`src/rtl/mips_mc_pkg.sv`:
```
// Shared encodings for the multicycle MIPS control unit.
package mips_mc_pkg;

    typedef enum logic [3:0] {
        S_FETCH     = 4'd0,
        S_DECODE    = 4'd1,
        S_MEM_ADDR  = 4'd2,
        S_MEM_READ  = 4'd3,
        S_MEM_WB    = 4'd4,
        S_MEM_WRITE = 4'd5,
        S_R_EXEC    = 4'd6,
        S_R_WB      = 4'd7,
        S_BRANCH    = 4'd8,
        S_JUMP      = 4'd9,
        S_I_EXEC    = 4'd10,
        S_I_WB      = 4'd11,
        S_JAL       = 4'd12,
        S_TRAP      = 4'd13
    } state_t;

    typedef enum logic [2:0] {
        ULA_ADD   = 3'b000,
        ULA_SUB   = 3'b001,
        ULA_FUNCT = 3'b010,
        ULA_AND   = 3'b011,
        ULA_OR    = 3'b100,
        ULA_SLT   = 3'b101
    } ula_op_t;

    localparam logic [5:0] OP_RTYPE = 6'b000000;
    localparam logic [5:0] OP_LW    = 6'b100011;
    localparam logic [5:0] OP_SW    = 6'b101011;
    localparam logic [5:0] OP_BEQ   = 6'b000100;
    localparam logic [5:0] OP_BNE   = 6'b000101;
    localparam logic [5:0] OP_J     = 6'b000010;
    localparam logic [5:0] OP_JAL   = 6'b000011;
    localparam logic [5:0] OP_ADDI  = 6'b001000;
    localparam logic [5:0] OP_ANDI  = 6'b001100;
    localparam logic [5:0] OP_ORI   = 6'b001101;
    localparam logic [5:0] OP_SLTI  = 6'b001010;

    localparam logic [1:0] REG_DST_RT = 2'b00;
    localparam logic [1:0] REG_DST_RD = 2'b01;
    localparam logic [1:0] REG_DST_RA = 2'b10;

    localparam logic [1:0] WB_ALUOUT = 2'b00;
    localparam logic [1:0] WB_MDR    = 2'b01;
    localparam logic [1:0] WB_PC     = 2'b10;

    localparam logic [1:0] SRC_B_REG    = 2'b00;
    localparam logic [1:0] SRC_B_FOUR   = 2'b01;
    localparam logic [1:0] SRC_B_IMM    = 2'b10;
    localparam logic [1:0] SRC_B_IMM_SH = 2'b11;

    localparam logic [1:0] PC_SRC_ALU    = 2'b00;
    localparam logic [1:0] PC_SRC_ALUOUT = 2'b01;
    localparam logic [1:0] PC_SRC_JUMP   = 2'b10;

    // Opcode dispatch out of DECODE; unknown opcodes trap.
    function automatic state_t dispatch(input logic [5:0] op);
        case (op)
            OP_RTYPE:                          return S_R_EXEC;
            OP_LW, OP_SW:                      return S_MEM_ADDR;
            OP_BEQ, OP_BNE:                    return S_BRANCH;
            OP_J:                              return S_JUMP;
            OP_JAL:                            return S_JAL;
            OP_ADDI, OP_ANDI, OP_ORI, OP_SLTI: return S_I_EXEC;
            default:                           return S_TRAP;
        endcase
    endfunction

endpackage

```
`src/rtl/mips_mc_control_retire_counter.sv`:
```
// Retired-instruction counter; wraps naturally at 2^CNT_W.
module mips_mc_retire_counter #(
    parameter int unsigned CNT_W = 32
) (
    input  logic             clock,
    input  logic             reset,
    input  logic             inc,
    output logic [CNT_W-1:0] count
);

    // Count one per retiring instruction, cleared asynchronously.
    always_ff @(posedge clock or posedge reset) begin
        if (reset)
            count <= '0;
        else if (inc)
            count <= count + {{(CNT_W-1){1'b0}}, 1'b1};
    end

endmodule

```
`src/rtl/mips_mc_control.sv`:
```
// Multicycle MIPS control FSM driving datapath enables and mux selects.
module mips_mc_control
    import mips_mc_pkg::*;
#(
    parameter int unsigned CNT_W = 32
) (
    input  logic             clock,
    input  logic             reset,
    input  logic [5:0]       opcode,
    input  logic             zero,
    input  logic             mem_ready,
    output logic             pc_write,
    output logic             ir_write,
    output logic             i_or_d,
    output logic             mem_read,
    output logic             mem_write,
    output logic             reg_write,
    output logic [1:0]       reg_dst,
    output logic [1:0]       wb_sel,
    output logic             alu_src_a,
    output logic [1:0]       alu_src_b,
    output logic [2:0]       ula_operation,
    output logic [1:0]       pc_source,
    output logic [3:0]       state,
    output logic [CNT_W-1:0] retired,
    output logic             illegal
);

    state_t  state_q;
    state_t  state_n;
    ula_op_t ula_op;
    logic    retire_inc;

    assign state         = state_q;
    assign ula_operation = ula_op;

    // State register.
    always_ff @(posedge clock or posedge reset) begin
        if (reset)
            state_q <= S_FETCH;
        else
            state_q <= state_n;
    end

    // Next-state and per-state control outputs.
    always_comb begin
        state_n    = state_q;
        pc_write   = 1'b0;
        ir_write   = 1'b0;
        i_or_d     = 1'b0;
        mem_read   = 1'b0;
        mem_write  = 1'b0;
        reg_write  = 1'b0;
        reg_dst    = REG_DST_RT;
        wb_sel     = WB_ALUOUT;
        alu_src_a  = 1'b0;
        alu_src_b  = SRC_B_REG;
        ula_op     = ULA_ADD;
        pc_source  = PC_SRC_ALU;
        illegal    = 1'b0;
        retire_inc = 1'b0;
        case (state_q)
            S_FETCH: begin
                mem_read  = 1'b1;
                alu_src_b = SRC_B_FOUR;
                if (mem_ready) begin
                    // Reset returns state to FETCH at once; mask the
                    // mem_ready-gated writes while it is still held.
                    ir_write = ~reset;
                    pc_write = ~reset;
                    state_n  = S_DECODE;
                end
            end
            S_DECODE: begin
                alu_src_b = SRC_B_IMM_SH;
                state_n   = dispatch(opcode);
            end
            S_MEM_ADDR: begin
                alu_src_a = 1'b1;
                alu_src_b = SRC_B_IMM;
                state_n   = (opcode == OP_LW) ? S_MEM_READ : S_MEM_WRITE;
            end
            S_MEM_READ: begin
                mem_read = 1'b1;
                i_or_d   = 1'b1;
                if (mem_ready)
                    state_n = S_MEM_WB;
            end
            S_MEM_WB: begin
                reg_write  = 1'b1;
                reg_dst    = REG_DST_RT;
                wb_sel     = WB_MDR;
                retire_inc = 1'b1;
                state_n    = S_FETCH;
            end
            S_MEM_WRITE: begin
                mem_write = 1'b1;
                i_or_d    = 1'b1;
                if (mem_ready) begin
                    retire_inc = 1'b1;
                    state_n    = S_FETCH;
                end
            end
            S_R_EXEC: begin
                alu_src_a = 1'b1;
                alu_src_b = SRC_B_REG;
                ula_op    = ULA_FUNCT;
                state_n   = S_R_WB;
            end
            S_R_WB: begin
                reg_write  = 1'b1;
                reg_dst    = REG_DST_RD;
                wb_sel     = WB_ALUOUT;
                retire_inc = 1'b1;
                state_n    = S_FETCH;
            end
            S_I_EXEC: begin
                alu_src_a = 1'b1;
                alu_src_b = SRC_B_IMM;
                case (opcode)
                    OP_ANDI: ula_op = ULA_AND;
                    OP_ORI:  ula_op = ULA_OR;
                    OP_SLTI: ula_op = ULA_SLT;
                    default: ula_op = ULA_ADD;
                endcase
                state_n = S_I_WB;
            end
            S_I_WB: begin
                reg_write  = 1'b1;
                reg_dst    = REG_DST_RT;
                wb_sel     = WB_ALUOUT;
                retire_inc = 1'b1;
                state_n    = S_FETCH;
            end
            S_BRANCH: begin
                alu_src_a  = 1'b1;
                alu_src_b  = SRC_B_REG;
                ula_op     = ULA_SUB;
                pc_source  = PC_SRC_ALUOUT;
                pc_write   = (opcode == OP_BEQ) ? zero : ~zero;
                retire_inc = 1'b1;
                state_n    = S_FETCH;
            end
            S_JUMP: begin
                pc_write   = 1'b1;
                pc_source  = PC_SRC_JUMP;
                retire_inc = 1'b1;
                state_n    = S_FETCH;
            end
            S_JAL: begin
                pc_write   = 1'b1;
                pc_source  = PC_SRC_JUMP;
                reg_write  = 1'b1;
                reg_dst    = REG_DST_RA;
                wb_sel     = WB_PC;
                retire_inc = 1'b1;
                state_n    = S_FETCH;
            end
            S_TRAP: begin
                illegal = 1'b1;
            end
            default: begin
                state_n = S_FETCH;
            end
        endcase
    end

    mips_mc_retire_counter #(
        .CNT_W(CNT_W)
    ) u_retire (
        .clock(clock),
        .reset(reset),
        .inc  (retire_inc),
        .count(retired)
    );

endmodule

```
`config.mk`:
```
export PLATFORM = sky130hd
export DESIGN_NAME = mips_mc_control
export DESIGN_NICKNAME = d
export VERILOG_FILES = /design/src/rtl/mips_mc_pkg.sv /design/src/rtl/mips_mc_control_retire_counter.sv /design/src/rtl/mips_mc_control.sv
export SDC_FILE = /design/constraint.sdc
export NUM_CORES = 1
export LEC_CHECK = 0
export BUFFER_PORTS_ARGS = -buffer_cell sky130_fd_sc_hd__buf_2
export CAP_MARGIN = 15
export CORE_UTILIZATION = 55
export CTS_CLUSTER_SIZE = 12
export DETAILED_ROUTE_END_ITERATION = 12
export PLACE_DENSITY = 0.84
export SLEW_MARGIN = 5
export SYNTH_ARGS = -nofsm -noshare
export SYNTH_HDL_FRONTEND = slang
export SYNTH_SLANG_ARGS = --single-unit
```
`constraint.sdc`:
```
create_clock -name clock -period 5.2 [get_ports clock]
set_clock_uncertainty 0.1 [all_clocks]
set_input_delay 0 -clock clock [delete_from_list [all_inputs] [get_ports clock]]
set_output_delay 0 -clock clock [all_outputs]
set_load 0.02 [all_outputs]
```
# --- Yosys cells after proc, flatten, opt, wreduce, memory -nomap -nowiden ---
# Index checks and enable logic that the tools add are counted.
# Widths: inputs -> output; s select.
totals:
  ff_bits: 36
  elab_cells: 69
op_classes:
  add_sub_neg: 1
  eq_ne: 26
  muxes: 24
  bitwise_logic: 3
  reduce_logical: 13
op_table:
  columns: ["operator", "n"]
  rows:
  - ["$add 32x1->32 const B", 1]
  - ["$pmux 4 s8", 1]
  - ["$eq 4x4->1 const B", 6]
  - ["$eq 6x4->1 const B", 4]
  - ["$pmux 4 s6", 1]
  - ["$pmux 3 s3", 2]
  - ["$eq 4x3->1 const B", 4]
  - ["$eq 6x2->1 const B", 2]
  - ["$eq 6x3->1 const B", 2]
  - ["$eq 6x6->1 const B", 2]
  - ["$mux 4", 3]
  - ["$pmux 2 s2", 3]
  - ["$reduce_or 2->1", 6]
  - ["$reduce_or 4->1", 3]
  - ["$mux 1", 10]
  - ["$eq 4x2->1 const B", 2]
  - ["$logic_not 6->1", 1]
  - ["$ne 2x2->1 const B", 3]
  - ["$pmux 2 s3", 1]
  - ["$reduce_or 6->1", 1]
  - ["$eq 4x1->1 const B", 1]
  - ["$logic_not 4->1", 1]
  - ["$reduce_and 4->1", 1]
  - ["$mux 3", 1]
  - ["other kinds (3)", 5]

# --- Depth between registers and ports, before layout ---
logic_depth:
  depth_word: 4
  ltp_mapped: 7
  depth_no_buf: 5

# --- Cells and area by module ---
# Synthesis repeated with hierarchy kept, for this count alone.
hier_totals:
  hier_cells: 248
  hier_area_um2: 2321.0
modules_own_cells:
  columns: ["mod", "instances", "cells_each", "area_per_inst_um2"]
  rows:
  - ["mips_mc_retire_counter", 1, 126, 1510.2]
  - ["mips_mc_control", 1, 122, 810.8]

# --- Least setup slack after synthesis ---
# Ideal clock, no wire load.
synth_path:
  path_type: "reg2reg"
  from: "register state_q[3] (netlist: state[3])"
  to: "register u_retire.count[6]"
  setup_ns: 0.132
  arrival_time_ns: 1.629
  required_ns: 4.968
  setup_slack_ns: 3.339
  stages_incl_launch_ff: 8
  path_cell_list: "dfrtp_1 > or2_1 > buf_4 > o2111a_2 > buf_6 > nand3_1 > nor2_1 > xor2_1"
synth_between:
  elab_chain_len: 3
  elab_cells_between_ends: 9
synth_rtl:
  columns: ["item", "line", "text"]
  rows:
  - ["start: declaration", "mips_mc_control.sv:29", "state_t state_q;"]
  - ["start signal: assignment", "mips_mc_control.sv:42", "state_q <= state_n;"]
  - ["$eq 4x4->1 / $eq 4x3->1 (equally long branches)", "mips_mc_control.sv:62", "case (state_q)"]
  - ["$reduce_or 6->1 (no source line)", null, null]
  - ["$pmux 1 s2 (*)", "mips_mc_control.sv:62", null]
  - ["end signal: assignment", "mips_mc_control_retire_counter.sv:16", "count <= count + {{(CNT_W-1){1'b0}}, 1'b1};"]
  - ["end: declaration", "mips_mc_control_retire_counter.sv:8", "output logic [CNT_W-1:0] count"]
# Mark *: on every way between the ends. The rest lies on a longest branch, timed or not.
# A chain may end at the register's enable or synchronous reset.

# --- Final worst setup path ---
layout_path:
  from: "register state_q[1] (netlist: state[1])"
  to: "register u_retire.count[28]"
# The elaborated chain is that of the path after synthesis.

==> impl_metrics.yaml <==
status:
  status: "finished clean"
sta:
  slew_headroom_pct: 63.0
  final-max-slew-violation-count: 0
  clock.fmax_mhz: 449
  finalSetupViolCount: 0
  finalCritPeriodShare_pct: 42.8
  tightest_slew_ps: 555
  hold_viol: 0
  min_period_ps: 2230
  final.setup.tns_ps: 0
  hold_slack_ps: 42.4
  rsz0062_at_grt: "false"
hold_path:
  hold_depth: 3
  min_path_type: "in2reg"
  hold_start: "opcode[5]"
  whs_endpoint: "state[1]"
route:
  routed_wl_um: 4920
  dr.first_iter.drc_count: 171
  avgRoutedWirePerCell_um: 13.9
  wl_met3_um: 275
  drc: 0
  via_count: 1981
  highest_layer: "met4"
  wl_met1_um: 2290
  avgViaCountPerCell: 5.61
  first_pass_iters: 5
  ant_nets: 0
  wl_met2_um: 2310
power_and_ir_drop:
  power.switching_mw: 0.459
  power_density_mw_per_mm2: 389
  p_leak_nw: 1.34
  p_clk_share_pct: 19.6
  peakVddDrop_v: 0.000257
  switching_share_pct: 43.9
  p_comb_share_pct: 41.9
  p_int_mw: 0.587
  seqPwrFrac_pct: 38.5
placement:
  place_congestion: 0.892
  hpwl_um: 3590
  place_area_mm2: 0.00258
  io_buffers: 64
floorplan:
  dieArea_mm2: 0.00435
  die_h_um: 66.0
  io_pins: 65
  rows: 22
  die_x_um: 66.0
  initial_utilization_pct: 59.3
  core-area_mm2: 0.00380
worst_setup_path:
  critPathKind: "reg2reg"
  startpoint_type: "register"
  path_max_fanout: 17
  r2r_end: "u_retire.count[28]"
  rr_startpoint: "state[1]"
  crit_path_end_kind: "register"
  cp.required_ps: 5320
  reg2reg_slack_ps: 2970
  worstPathArrival_ps: 2340
  r2r_cells: 5
global_routing:
  antenna_found_initial: 0
  grt_pass1_vias: 1712
  grtUsageTotal_pct: 24.8
  grt_max_degree: 38
  grt_pass1_wl_um: 8160
  overflow: 0
logic_synthesis:
  synth.largest_area_cell: "dfrtp_1"
  synth.yosys.seq_area_share_pct: 40.0
  syn_inst: 242
  synth_cell_type_count: 52
  ys_ff_latch: 36
  synth_enable_flop_cells: 0
  synthTopCellsByCount: "dfrtp_1 (36), nor2_1 (25), xnor2_1 (18), nand2_1 (17), xor2_1 (17)"
  synth_area_leaders: "dfrtp_1 (40%), xnor2_1 (7.0%), xor2_1 (6.6%)"
  yosys.cell_count.top_type: "dfrtp_1"
  yosys_warnings: 0
  syn-cell-area_mm2: 0.00225
  synth_flop_cell: "dfrtp_1"
  synth_top_area_share_pct: 40.0
  async_flop_share_pct: 100
  syn_nets: 253
  syn_area_per_cell_um2: 9.31
job:
  maxCapViolCount: 0
clocking:
  cts_setup_buffers: 0
  cts_sinks: 36
  clock-root-buffer: "clkbuf_8"
  h-tree-depth: 2
  holdBufCountCts: 2
  cts_tree: "built"
  clk_pin_slew_ps: 70
  ctsResizeCount: 0
  cts-buffers-inserted: 5
  clk_path_buf_depth: 2
  clk_latency_ps: 290
layout:
  diodes: 0
  fin_nets: 315
  drive_above_1_share_pct: 31.5
  areaGrowthSynthToFinish_pct: 19.4
  fin_area_mm2: 0.00269
-- through the flow --
stage	power (mW)	worst slack (ps)	util [%]	std cells
detailed placement	0.844	3020	67.9	343
global route	1.11	2830	70.8	353
global placement	0.831	3100	67.9	343
CTS	1.05	3000	70.8	353
floorplan	0.735	3340	-	242
finish	1.05	2970	70.8	353
-- critical path, stage by stage (launching register included) --
cell	delay [ps]
dfrtp_1	650
or2_1	330
o2111a_2	430
nand4_2	250
nor3_2	230
xor2_1	150
-- cell families (layout without fill, tap and decap cells) --
family | Yosys count | count (layout) | share of synthesized area [%]
AOI/OAI and AO/OA | 31 | 31 | 9.06
buffers and inverters | 22 | 85 | 4.44
muxes | 3 | 3 | 1.50
xor gates and xnor gates | 35 | 35 | 13.6
DFF | 36 | 36 | 40.0
and+or+nand+nor | 114 | 114 | 30.8
adders and majority gates | 1 | 1 | 0.555
-- area by class of cell --
type	count	area, um2
timing repair buffer	67	348
clock buffer	6	82.6
sequential	36	901
clock inverter	2	10.0
inverter	10	37.5
tap	48	60.1
fill	307	1110
multi-input combinational	184	1250
-- worst max-delay path by stage --
stage | start | endpoint | slack, ps | cells after the start
4_1_cts | state[1] | u_retire.count[28] | 3000 | 5
3_5_place_dp | state[1] | u_retire.count[28] | 3020 | 5
2_1_floorplan | state[3] | u_retire.count[6] | 3340 | 7
6_report | state[1] | u_retire.count[28] | 2970 | 5
3_3_place_gp | state[1] | u_retire.count[28] | 3100 | 5
5_1_grt | state[1] | u_retire.count[28] | 2830 | 5
-- routing by layer --
metal,up-vias,GRT usage [%]
met1,946,34.0
met3,6,6.90
li1,965,-
met4,0,4.79
met2,64,39.3
met5,-,0
-- power groups by stage --
| stage | Clock, mW | Sequential, mW | Combinational [mW] |
|---|---|---|---|
| detailed placement | 0 | 0.407 | 0.437 |
| CTS | 0.206 | 0.402 | 0.440 |
| global placement | 0 | 0.402 | 0.429 |
| finish | 0.205 | 0.403 | 0.439 |
| global route | 0.221 | 0.413 | 0.477 |
| floorplan | 0 | 0.403 | 0.332 |
-- flip-flops by register name (all words and copies together) (netlist names) --
| name | count |
|---|---|
| state | 4 |
| u_retire.count | 32 |
-- layout by cell type (no fill, tap or decap), drive strengths merged, types with 4 or more instances in the layout --
cell type   n
nand2b     11
clkbuf      6
nor2b       4
nor2       25
buf        65
xnor2      18
dfrtp      36
nor3       13
xor2       17
inv        10
nand2      18
o21ai       9
nand4      12
a21oi       6
nand3      17
Note: power is estimated with default switching activity, not from simulation.
